[config.mk]
export PLATFORM = sky130hd
export DESIGN_NAME = clint_rd_arbiter
export DESIGN_NICKNAME = d
export VERILOG_FILES = /design/src/rtl/clint_rd_arbiter.sv
export SDC_FILE = /design/constraint.sdc
export NUM_CORES = 1
export LEC_CHECK = 0
export ABC_AREA = 1
export ABC_CLOCK_PERIOD_IN_PS = 5740
export CAP_MARGIN = 20
export CORE_AREA = 2 2 166 168
export DETAILED_ROUTE_END_ITERATION = 6
export DIE_AREA = 0 0 168 170
export DONT_BUFFER_PORTS = 1
export PLACE_DENSITY = 0.36
export SLEW_MARGIN = 15
export SYNTH_ARGS = -nofsm -noshare
export SYNTH_HDL_FRONTEND = slang
export SYNTH_SLANG_ARGS = --single-unit
[constraint.sdc]
create_clock -name clk -period 5.74 [get_ports clk]
set_input_delay 1.435 -clock clk [delete_from_list [all_inputs] [get_ports clk]]
set_output_delay 1.435 -clock clk [all_outputs]
set_load 0.02 [all_outputs]
[src/rtl/clint_rd_arbiter.sv]
// Round-robin arbiter sharing the CLINT AXI read port between fetch (m0) and load/store (m1).
// One single-beat read in flight at a time; the R beat is routed back to the granted requester.
module clint_rd_arbiter #(
  parameter logic [3:0] M0_ID = 4'd0,
  parameter logic [3:0] M1_ID = 4'd1
) (
  input  logic        clk,
  input  logic        rst,
  input  logic        m0_req_valid,
  output logic        m0_req_ready,
  input  logic [63:0] m0_req_addr,
  output logic        m0_resp_valid,
  input  logic        m0_resp_ready,
  output logic [63:0] m0_resp_data,
  output logic        m0_resp_err,
  input  logic        m1_req_valid,
  output logic        m1_req_ready,
  input  logic [63:0] m1_req_addr,
  output logic        m1_resp_valid,
  input  logic        m1_resp_ready,
  output logic [63:0] m1_resp_data,
  output logic        m1_resp_err,
  output logic [3:0]  axi_ar_id,
  output logic [63:0] axi_ar_addr,
  output logic [7:0]  axi_ar_len,
  output logic [2:0]  axi_ar_size,
  output logic [1:0]  axi_ar_burst,
  output logic        axi_ar_valid,
  input  logic        axi_ar_ready,
  input  logic [3:0]  axi_r_id,
  input  logic [63:0] axi_r_data,
  input  logic [1:0]  axi_r_resp,
  input  logic        axi_r_last,
  input  logic        axi_r_valid,
  output logic        axi_r_ready
);

  localparam logic [1:0] ST_IDLE = 2'd0;
  localparam logic [1:0] ST_ADDR = 2'd1;
  localparam logic [1:0] ST_DATA = 2'd2;

  logic [1:0]  state_q, state_d;
  logic        grant_q, grant_d;   // 0 = m0, 1 = m1
  logic        prio_q, prio_d;     // requester preferred when both are valid
  logic [63:0] addr_q, addr_d;
  logic        win;
  logic        r_err;
  logic [3:0]  grant_id;

  assign grant_id     = grant_q ? M1_ID : M0_ID;
  assign axi_ar_id    = grant_id;
  assign axi_ar_addr  = addr_q;
  assign axi_ar_len   = 8'd0;
  assign axi_ar_size  = 3'b011;
  assign axi_ar_burst = 2'b01;

  always_comb begin
    state_d       = state_q;
    grant_d       = grant_q;
    prio_d        = prio_q;
    addr_d        = addr_q;
    m0_req_ready  = 1'b0;
    m1_req_ready  = 1'b0;
    m0_resp_valid = 1'b0;
    m0_resp_data  = 64'd0;
    m0_resp_err   = 1'b0;
    m1_resp_valid = 1'b0;
    m1_resp_data  = 64'd0;
    m1_resp_err   = 1'b0;
    axi_ar_valid  = 1'b0;
    axi_r_ready   = 1'b0;
    win           = (m0_req_valid && m1_req_valid) ? prio_q : m1_req_valid;
    r_err         = (axi_r_resp != 2'b00) || (axi_r_id != grant_id);

    case (state_q)
      ST_IDLE: begin
        if (!rst && (m0_req_valid || m1_req_valid)) begin
          m0_req_ready = !win;
          m1_req_ready = win;
          grant_d      = win;
          addr_d       = win ? m1_req_addr : m0_req_addr;
          state_d      = ST_ADDR;
        end
      end
      ST_ADDR: begin
        axi_ar_valid = 1'b1;
        if (axi_ar_ready) begin
          state_d = ST_DATA;
        end
      end
      ST_DATA: begin
        axi_r_ready = grant_q ? m1_resp_ready : m0_resp_ready;
        if (grant_q) begin
          m1_resp_valid = axi_r_valid;
          m1_resp_data  = axi_r_data;
          m1_resp_err   = r_err;
        end else begin
          m0_resp_valid = axi_r_valid;
          m0_resp_data  = axi_r_data;
          m0_resp_err   = r_err;
        end
        // Only the final beat releases the port and hands priority to the other side.
        if (axi_r_valid && axi_r_ready && axi_r_last) begin
          prio_d  = !grant_q;
          state_d = ST_IDLE;
        end
      end
      default: state_d = ST_IDLE;
    endcase
  end

  always_ff @(posedge clk or posedge rst) begin
    if (rst) begin
      state_q <= ST_IDLE;
      grant_q <= 1'b0;
      prio_q  <= 1'b0;
      addr_q  <= 64'd0;
    end else begin
      state_q <= state_d;
      grant_q <= grant_d;
      prio_q  <= prio_d;
      addr_q  <= addr_d;
    end
  end

endmodule

==> PnR_summary.wiki, run 1 <==
{| class="wikitable"
! Metric !! Value
|-
| Run status || finished, final reports clean
|-
| Die width || 168 um
|-
| Cell type with the largest total area after synthesis || dfrtp_1
|-
| PortBufs || 0
|-
| Worst Tran Pin Value || about 780 ps
|-
| Unique cell type count in the Yosys netlist || 19
|-
| Startpoint of the worst register-to-register path || state_q[1]
|-
| P&R area growth vs syn || 9.58%
|-
| Syn Std Cell Area || between 4000 and 5000 um2
|-
| Num ports || 424
|-
| Routability congestion estimate || roughly 0.82
|-
| Sum of overflow across all layers after global routing || 0
|-
| Clock sink count || 68
|-
| Clock share of power || roughly a fifth
|-
| Path type of the worst min-delay path || register to register
|-
| Worst-case reg-to-reg path depth || 6
|-
| Number of nets in the final layout || roughly 930
|-
| Crit start category || primary input
|-
| Post-Synth Adder-Cell Area || 0%
|-
| Post-cts repair resize count || 0
|-
| Design Power || approximately 2.7 mW
|-
| Synthesis Warnings || 0
|-
| Max-cap viol count || 0
|-
| Number of pins exceeding their max-slew limit in the final report || 0
|-
| Simple-Gate Fraction of Synth Area || about 46%
|-
| Leakage power || approximately 3.0 nW
|-
| Pre-antenna DRT Iters || 5
|-
| Number of levels the H-tree was split into || 3
|-
| M2 GR Usage || 26.4%
|-
| Share of the synthesized area in the top cell type || approximately 37%
|-
| Via count of the first global-routing pass || ~3900
|-
| Die Span Y || about 170 um
|-
| GRT Max-Usage Layer || met2
|-
| Crit path max fanout || 34
|-
| Critical path origin || rst
|-
| Slew headroom || 48.2%
|-
| TritonCTS buffer count || 9
|-
| Multi-input gate area || ~2200 um2
|-
| DRC errors left || 0
|-
| Count of final setup violators || 0
|-
| Final core occ || a little under a fifth
|-
| Global-route wire length before repair || roughly 28000 um
|-
| Number of buffers inserted to repair setup after CTS || 0
|-
| Clock edge transition at the registers on the reported setup and hold paths || roughly 50 ps
|-
| Total track usage || between 10% and 20%
|-
| Worst flop-to-flop path endpoint || axi_ar_addr[4]
|-
| Flip-flop and latch count after synthesis || ~70
|-
| Multiplexer area fraction after synthesis || 0%
|-
| Largest family of logic cells by synthesized area || simple AND/OR/NAND/NOR gates
|-
| Total vias in the final route || around 4500
|-
| Endpoint class of the critical path || output pin
|-
| Unrepaired setup endpoints after global routing || no
|-
| Floorplan Core Area || about 27000 um2
|-
| Switching pwr || about 1.5 mW
|-
| Total Die Area || ~29000 um2
|-
| Ant diodes || 0
|-
| Register-to-register setup slack || ~4000 ps
|-
| CTS tree || built
|-
| Hold_buf cts || 0
|-
| Setup TNS Final || 0 ps
|-
| Synthesized-area fraction occupied by ao, oa, aoi and oai cells || 1.09%
|-
| Clock tree skew after final layout || roughly 9.9 ps
|-
| Delay of the slowest critical-path stage || about 400 ps
|-
| Aggregate routed wire length || ~21000 um
|-
| Fmax || between 200 and 300 MHz
|-
| Final hold viol count || 0
|-
| Top cell family by delay on the critical path || buffers and inverters
|-
| Antenna violations before repair || 0
|-
| Maximum number of pins on one net before global-route repair || 68
|-
| Effective utilization at floorplan || between 15 and 20%
|-
| Data arrival at the endpoint of the critical path || 2390 ps
|-
| # fillers || about 3100
|-
| Clk_lat worst skew || around 340 ps
|-
| Share of the synthesized netlist area taken by xor and xnor gates || 0%
|-
| Number of stages on the worst setup path || 4
|-
| Top cells by area, synth || dfrtp_1 (37%), nand2_1 (27%), nor2_1 (11%)
|-
| Req. time, crit path || 4300 ps
|-
| HPWL after DPL || approximately 16000 um
|-
| Number of rows in the core area || 60
|-
| Register area || between 1500 and 2000 um2
|-
| Net Sw Frac || 53.7%
|-
| Routed Antenna Nets || 0
|-
| Seq/Total Area, Yosys || 36.9%
|-
| Wire length per cell after detailed routing || 19.6 um
|-
| Commonest non-fill, non-tap cells in the layout || nand2_1 (332), nor2_1 (136), inv_1 (73)
|-
| VDD IR max || around 0.13 mV
|-
| Worst path buffer plus inverter count || 2
|-
| Final worst path period share || 66.6%
|-
| Internal Dissipation || around 1.3 mW
|-
| Power share of the combinational group || about 37%
|-
| Cell depth of the worst hold path || 2
|-
| Destination of the critical timing path || m0_req_ready
|-
| Crit-path cells || clkinv_2 -> buf_4 -> o211ai_4 -> nor2_1
|-
| Synthesized instance count || 760
|-
| Max Root-Sink Buffers || 2
|-
| Post-layout worst setup margin || approximately 1900 ps
|-
| Category of the most critical setup path || primary input to output pin
|-
| Clock period minus final worst setup slack || roughly 3800 ps
|-
| Fraction of final layout cells with drive strength greater than 1 || ~4.6%
|-
| Initial detailed-routing violation count || around 190
|-
| Most common cell after layout, fill and taps aside || nand2_1
|-
| M3 GR Usage || 3.21%
|-
| Vias per cell || 4.20
|-
| Avg Synthesized Cell Area || 6.06 um2
|-
| Cell with the largest stage delay on the worst path || buf_4
|-
| Pre-CTS worst setup slack || 1850 ps
|-
| Fraction of met1 tracks used by global routing || between 10 and 15%
|-
| Sequential fraction of design power || a little over two fifths
|-
| Root Driver || clkbuf_16
|-
| Areal power density over the cells || roughly 540 nW/um2
|}
==> routing by layer <==
metal | up-vias | wire length, um | share of wire (%)
met1 | 2100 | 7880 | 37
met3 | 14 | 1440 | 6.8
met5 | - | 0 | 0
met4 | 0 | 335 | 1.6
met2 | 246 | 11400 | 54
li1 | 2151 | - | -
==> worst min-delay path by stage <==
stage                     slack (ps)   start  endpoint
after CTS                        480  prio_q    prio_q
after floorplan                  440  prio_q    prio_q
final                            470  prio_q    prio_q
after global routing             530  prio_q    prio_q
after global placement           460  prio_q    prio_q
after detailed placement         460  prio_q    prio_q
==> worst reg2reg max path: stages, from the launching register on <==
cell	delay, ps
dfrtp_1	410
nor2_2	230
inv_2	70
nor2_4	100
buf_4	580
nand2_1	200
nand2_1	90
==> cells in the mapped netlist <==
cell type,instances
nand2_1,336
nor2_1,136
inv_1,74
dfrtp_1,68
nand3_1,65
buf_2,30
buf_4,24
buf_6,9
a21oi_1,3
clkbuf_1,3
conb_1,2
inv_2,2
o21ai_1,2
nand4_1,1
nor2_2,1
nor2_4,1
o211ai_2,1
o21ai_0,1
o31ai_1,1
==> sequential cells by signal (all words and copies together) (netlist names) <==
| name | flops |
|---|---|
| prio_q | 1 |
| state_q | 2 |
| axi_ar_addr | 64 |
| grant_q | 1 |
==> logic make-up after synthesis <==
kind of cell,Yosys count
AO/OA/AOI/OAI,8
buffers and inverters,142
flip-flops,68
other,2
AND/OR/NAND/NOR,540
==> layout make-up <==
cell class              instances  share of cell area (%)
clock inverters                 7                    1.49
multi-input cells             564                    44.5
flip-flops and latches         68                    33.7
repair buffers                  8                    1.68
inverters                      76                    5.67
well taps                     341                    8.45
clock buffers                   9                    4.46
==> per-stage QoR <==
stage               hold slack [ps]  instance area (um2)  cells
finish                          469                 5050   1073
global route                    527                 5050   1073
CTS                             475                 5030   1072
detailed placement              463                 4730   1056
global placement                460                 4710   1055
floorplan                       442                 4660    774
==> power groups by stage <==
stage          Clock [mW]  Combinational (mW)  Sequential, mW
2_1_floorplan           0               0.894            1.08
3_3_place_gp            0                1.00            1.19
3_5_place_dp            0                1.01            1.17
4_1_cts             0.599                1.01            1.17
5_1_grt             0.622                1.11            1.19
6_report            0.571                1.00            1.16
Note: power is estimated with default switching activity, not from simulation.
==> inputs of run 2 (changes only) <==
--- a/config.mk
+++ b/config.mk
@@ -6,7 +6,7 @@
 export NUM_CORES = 1
 export LEC_CHECK = 0
 export ABC_AREA = 1
-export ABC_CLOCK_PERIOD_IN_PS = 5740
+export ABC_CLOCK_PERIOD_IN_PS = 3900
 export CAP_MARGIN = 20
 export CORE_AREA = 2 2 166 168
 export DETAILED_ROUTE_END_ITERATION = 6
==> constraint.sdc (replaced) <==
create_clock -name clk -period 3.9 [get_ports clk]
set_input_delay 0.975 -clock clk [delete_from_list [all_inputs] [get_ports clk]]
set_output_delay 0.975 -clock clk [all_outputs]
set_load 0.02 [all_outputs]
==> PnR_summary.wiki, run 2 (synthesis results as in run 1) <==
{| class="wikitable"
! Metric !! Value
|-
| Run status || finished, final reports clean
|-
| Ant diodes || 0
|-
| DRC errors left || 0
|-
| Number of levels the H-tree was split into || 3
|-
| Max FFs per register || between 60 and 70
|-
| Pre-CTS worst setup slack || between 1000 and 1500 ps
|-
| Aggregate routed wire length || between 20000 and 25000 um
|-
| Pre-antenna DRT Iters || 4
|-
| Number of nets in the final layout || approximately 940
|-
| Antenna violations before repair || 1
|-
| Crit-path cells || inv_1 -> nand2_2 -> buf_4 -> nor2_1
|-
| Fmax || roughly 320 MHz
|-
| Cell with the largest stage delay on the worst path || dfrtp_1
|-
| Most common cell after layout, fill and taps aside || nand2_1
|-
| Root Driver || clkbuf_16
|-
| Total track usage || around 14%
|-
| Endpoint class of the critical path || output pin
|-
| Initial detailed-routing violation count || roughly 250
|-
| Hold_buf cts || 0
|-
| Worst Tran Pin Value || between 700 and 800 ps
|-
| Switching pwr || between 2 and 2.5 mW
|-
| PortBufs || 0
|-
| Category of the most critical setup path || register to output pin
|-
| P&R area growth vs syn || 10.3%
|-
| Routed Antenna Nets || 0
|-
| Floorplan Core Area || around 27000 um2
|-
| Path type of the worst min-delay path || register to register
|-
| GRT Max-Usage Layer || met2
|-
| Global-route wire length before repair || between 20000 and 30000 um
|-
| Leakage power || approximately 3 nW
|-
| # fillers || 3083
|-
| Die Span Y || 170 um
|-
| M2 GR Usage || roughly 26%
|-
| Clock share of power || 22.2%
|-
| Data arrival at the endpoint of the critical path || approximately 2100 ps
|-
| Count of final setup violators || 0
|-
| Fraction of met1 tracks used by global routing || about 15%
|-
| Placement Cell Area || between 4000 and 5000 um2
|-
| Setup TNS Final || 0 ps
|-
| Sequential fraction of design power || about two fifths
|-
| Crit path max fanout || between 60 and 70
|-
| Worst path buffer plus inverter count || 2
|-
| Total vias in the final route || 4503
|-
| Routability congestion estimate || 0.736
|-
| Wire length per cell after detailed routing || ~19 um
|-
| Final core occ || around a fifth
|-
| CTS tree || built
|-
| Max-cap viol count || 0
|-
| Sum of overflow across all layers after global routing || 0
|-
| Vias per cell || between 4 and 5
|-
| Fraction of final layout cells with drive strength greater than 1 || 5.16%
|-
| Clock sink count || just under 70
|-
| Delay of the slowest critical-path stage || approximately 650 ps
|-
| Cell total after placement || roughly 1100
|-
| Net Sw Frac || 53.0%
|-
| Number of rows in the core area || 60
|-
| HPWL after DPL || approximately 16000 um
|-
| Req. time, crit path || slightly below 3000 ps
|-
| Maximum number of pins on one net before global-route repair || roughly 70
|-
| Areal power density over the cells || approximately 800 nW/um2
|-
| Final hold viol count || 0
|-
| Clock tree skew after final layout || between 10 and 15 ps
|-
| TritonCTS buffer count || 9
|-
| Clock period minus final worst setup slack || about 3100 ps
|-
| Power share of the combinational group || roughly 36%
|-
| Slew headroom || between 40% and 50%
|-
| Final worst path period share || 78.9%
|-
| Top cell family by delay on the critical path || buffers and inverters
|-
| Final design instance area without fill || between 5000 and 6000 um2
|-
| Commonest non-fill, non-tap cells in the layout || nand2_1 (332), nor2_1 (136), inv_1 (73)
|-
| M3 GR Usage || approximately 3.3%
|-
| Internal Dissipation || 1.92 mW
|-
| Die width || roughly 170 um
|-
| Final non-filler cell total || around 1100
|-
| Effective utilization at floorplan || ~17%
|-
| Post-layout worst setup margin || between 800 and 900 ps
|-
| Clock edge transition at the registers on the reported setup and hold paths || 50 ps
|-
| Unrepaired setup endpoints after global routing || no
|-
| Num ports || roughly 420
|-
| Number of buffers inserted to repair setup after CTS || 0
|-
| Number of pins exceeding their max-slew limit in the final report || 0
|-
| Max Root-Sink Buffers || 2
|-
| Via count of the first global-routing pass || between 4000 and 5000
|-
| Clk_lat worst skew || approximately 340 ps
|-
| VDD IR max || about 0.22 mV
|-
| Total Die Area || ~29000 um2
|-
| Crit start category || register
|-
| Post-cts repair resize count || 0
|}
## run 2: area by class of cell
class | count | area (um2) | share of cell area, %
clock inverter | 7 | 98.8 | 1.95
clock buffer | 9 | 225 | 4.43
timing repair buffer | 12 | 90.1 | 1.77
inverter | 76 | 289 | 5.69
tap | 341 | 427 | 8.40
sequential | 68 | 1700 | 33.5
multi-input combinational | 564 | 2250 | 44.3
## run 2: worst register-to-register path, stage by stage, from the launching register on
cell and delay (ps):
dfrtp_1 410, nor2_2 220, inv_2 70, nor2_4 100, buf_4 570, nand2_1 240
nand2_1 90
## run 2: per-stage QoR
stage | hold slack [ps] | power [mW]
floorplan | 442 | 2.90
global placement | 476 | 3.25
detailed placement | 467 | 3.24
CTS | 479 | 4.18
global route | 489 | 4.38
finish | 471 | 4.08
## run 2: layer usage
metal  vias up  routed length, um
li1       2156                  -
met3        21               1510
met2       236              11100
met4         2                420
met1      2088               7650
met5         -                 13
## run 2: worst paths after layout
| kind | end | from | depth (start not counted) | slack [ps] |
|---|---|---|---|---|
| max | m0_resp_data[2] | grant_q | 4 | 820 |
| min | prio_q | prio_q | 2 | 470 |
| max reg2reg | axi_ar_addr[0] | state_q[1] | 6 | 2150 |
| min reg2reg | prio_q | prio_q | 2 | 470 |
| max in group asynchronous | axi_ar_addr[49] | rst | 3 | 2210 |
| min in group asynchronous | axi_ar_addr[55] | rst | 1 | 490 |
## run 2: power groups by stage
| stage | Combinational [mW] | Clock [mW] | Sequential, mW |
|---|---|---|---|
| 6_report | 1.46 | 0.905 | 1.71 |
| 5_1_grt | 1.65 | 0.975 | 1.76 |
| 4_1_cts | 1.51 | 0.945 | 1.73 |
| 3_5_place_dp | 1.51 | 0 | 1.73 |
| 3_3_place_gp | 1.49 | 0 | 1.75 |
| 2_1_floorplan | 1.32 | 0 | 1.58 |
==> inputs of run 3 (changes only) <==
--- a/config.mk
+++ b/config.mk
@@ -6,13 +6,13 @@
 export NUM_CORES = 1
 export LEC_CHECK = 0
 export ABC_AREA = 1
-export ABC_CLOCK_PERIOD_IN_PS = 3900
+export ABC_CLOCK_PERIOD_IN_PS = 2550
 export CAP_MARGIN = 20
 export CORE_AREA = 2 2 166 168
 export DETAILED_ROUTE_END_ITERATION = 6
 export DIE_AREA = 0 0 168 170
 export DONT_BUFFER_PORTS = 1
-export PLACE_DENSITY = 0.36
+export PLACE_DENSITY = 0.37
 export SLEW_MARGIN = 15
 export SYNTH_ARGS = -nofsm -noshare
 export SYNTH_HDL_FRONTEND = slang
==> constraint.sdc (replaced) <==
create_clock -name clk -period 2.55 [get_ports clk]
set_input_delay 0.6375 -clock clk [delete_from_list [all_inputs] [get_ports clk]]
set_output_delay 0.6375 -clock clk [all_outputs]
set_load 0.02 [all_outputs]
==> PnR_summary.wiki, run 3 (synthesis results as in run 1) <==
{| class="wikitable"
! Metric !! Value
|-
| Run status || finished, final reports clean
|-
| Hold_ws || approximately 300 ps
|-
| Pre-CTS worst setup slack || between 200 and 300 ps
|-
| P&R area growth vs syn || 23.0%
|-
| Count of final setup violators || 0
|-
| Number of buffers inserted to repair setup after CTS || 0
|-
| Number of rows in the core area || 60
|-
| Highest metal used || met4
|-
| Total vias in the final route || roughly 4800
|-
| Design Power || around 6.5 mW
|-
| Total track usage || 14.2%
|-
| Met2 layer wire length in the routed design || approximately 10000 um
|-
| Net Sw Frac || between 50% and 60%
|-
| CTS tree || built
|-
| Category of the most critical setup path || register to output pin
|-
| Maximum number of pins on one net before global-route repair || slightly below 70
|-
| Slew headroom || 50.4%
|-
| Crit-path cells || inv_1 -> nand2_1 -> inv_2 -> nand2_2 -> buf_6 -> nor2_1
|-
| Clock period minus final worst setup slack || 2410 ps
|-
| Power share of the combinational group || between 30% and 40%
|-
| Req. time, crit path || approximately 1900 ps
|-
| Root Driver || clkbuf_16
|-
| Number of pins exceeding their max-slew limit in the final report || 0
|-
| Number of levels the H-tree was split into || 3
|-
| HPWL after DPL || 16700 um
|-
| Clock share of power || a little over a fifth
|-
| Cell with the largest stage delay on the worst path || nor2_1
|-
| Switching pwr || 3.34 mW
|-
| TritonCTS buffer count || 9
|-
| Final hold viol count || 0
|-
| Clock sink count || 68
|-
| Post-layout worst setup margin || 139 ps
|-
| Die Span Y || roughly 170 um
|-
| Fmax || ~410 MHz
|-
| Num ports || 424
|-
| Worst Tran Pin Value || 744 ps
|-
| Routed length on met3 || roughly 2300 um
|-
| Total Die Area || around 29000 um2
|-
| Global-route wire length before repair || 29500 um
|-
| Aggregate routed wire length || approximately 21000 um
|-
| Initial detailed-routing violation count || between 150 and 200
|-
| Worst path buffer plus inverter count || 3
|-
| Routed Antenna Nets || 0
|-
| Max Root-Sink Buffers || 2
|-
| Endpoint class of the critical path || output pin
|-
| Commonest non-fill, non-tap cells in the layout || nand2_1 (331), nor2_1 (135), buf_4 (86)
|-
| Areal power density over the cells || between 1000 and 1500 nW/um2
|-
| Clock tree skew after final layout || approximately 4.9 ps
|-
| Antenna violations before repair || 2
|-
| Data arrival at the endpoint of the critical path || 1770 ps
|-
| VDD IR max || ~0.4 mV
|-
| Most common cell after layout, fill and taps aside || nand2_1
|-
| DRC errors left || 0
|-
| Wire length per cell after detailed routing || 18.5 um
|-
| Fraction of final layout cells with drive strength greater than 1 || 14.4%
|-
| Leakage power || 3.37 nW
|-
| Number of nets in the final layout || approximately 1000
|-
| Path type of the worst min-delay path || primary input to async pin
|-
| Pre-antenna DRT Iters || 4
|-
| Top cell family by delay on the critical path || simple AND/OR/NAND/NOR gates
|-
| Routability congestion estimate || about 0.83
|-
| Via count of the first global-routing pass || around 4500
|-
| Clk_lat worst skew || around 340 ps
|-
| Crit path max fanout || 66
|-
| Vias per cell || 4.17
|-
| Crit start category || register
|-
| Die width || around 170 um
|-
| Clock edge transition at the registers on the reported setup and hold paths || approximately 60 ps
|-
| Sum of overflow across all layers after global routing || 0
|-
| PortBufs || 0
|-
| Internal Dissipation || about 3.1 mW
|-
| Unrepaired setup endpoints after global routing || no
|-
| Total routed wire length on the met1 layer || 7920 um
|-
| Delay of the slowest critical-path stage || around 400 ps
|-
| Final worst path period share || 94.5%
|-
| Effective utilization at floorplan || between 10% and 20%
|-
| Max FFs per register || 64
|-
| Sequential fraction of design power || 40.1%
|-
| Max-cap viol count || 0
|-
| Floorplan Core Area || 26700 um2
|-
| Final core occ || about a fifth
|}
==> run 3: final timing paths <==
check / start / depth (start not counted) / slack, ps / end
hold reg to reg: prio_q / 2 / 480 / prio_q
max in group asynchronous: rst / 2 / 1600 / axi_ar_addr[23]
min in group clk: axi_ar_ready / 1 / 390 / state_q[0]
hold / removal: rst / 2 / 300 / state_q[1]
setup / recovery: state_q[0] / 6 / 140 / m0_resp_data[5]
setup reg to reg: state_q[1] / 6 / 820 / axi_ar_addr[4]
==> run 3: power by group through the flow <==
stage / registers [mW] / clock network, mW / logic [mW]
2_1_floorplan: 2.42 / 0 / 2.03
3_3_place_gp: 2.63 / 0 / 2.53
3_5_place_dp: 2.61 / 0 / 2.57
4_1_cts: 2.61 / 1.41 / 2.57
5_1_grt: 2.66 / 1.45 / 2.82
6_report: 2.59 / 1.35 / 2.53
==> run 3: layout make-up <==
cell class / instances / area, um2
well taps: 341 / 427
clock buffers: 9 / 225
repair buffers: 87 / 657
multi-input cells: 564 / 2270
inverters: 76 / 289
clock inverters: 7 / 91.3
flip-flops and latches: 68 / 1700
fillers: 3094 / 21000
diodes: 2 / 5.00
==> run 3: routing by layer <==
metal | GRT usage, % | vias to the layer above
met5 | 0 | -
met4 | 6.69 | 0
met3 | 7.12 | 29
met2 | 24.5 | 269
met1 | 14.3 | 2202
li1 | - | 2310
==> run 3: worst reg2reg max path: cells and delay by family, from the launching register on <==
family | cells | cell delay, ps
flops | 1 | 410
buf+inv | 2 | 670
simple gates | 4 | 600
==> run 3: what timing repair did <==
action                                  4_1_cts  5_1_grt
hold buffers                                  0        0
cloned                                        0        0
hold endpoints to repair                      0        0
resized for setup                             1        2
endpoints found under the setup margin       36       54
==> run 3: through the flow <==
step	area [um2]	instances	setup TNS (ps)
2_1_floorplan	4680	774	-508
6_report	5670	1154	0
4_1_cts	5650	1152	0
3_5_place_dp	5330	1136	0
3_3_place_gp	5330	1136	0
5_1_grt	5660	1152	0
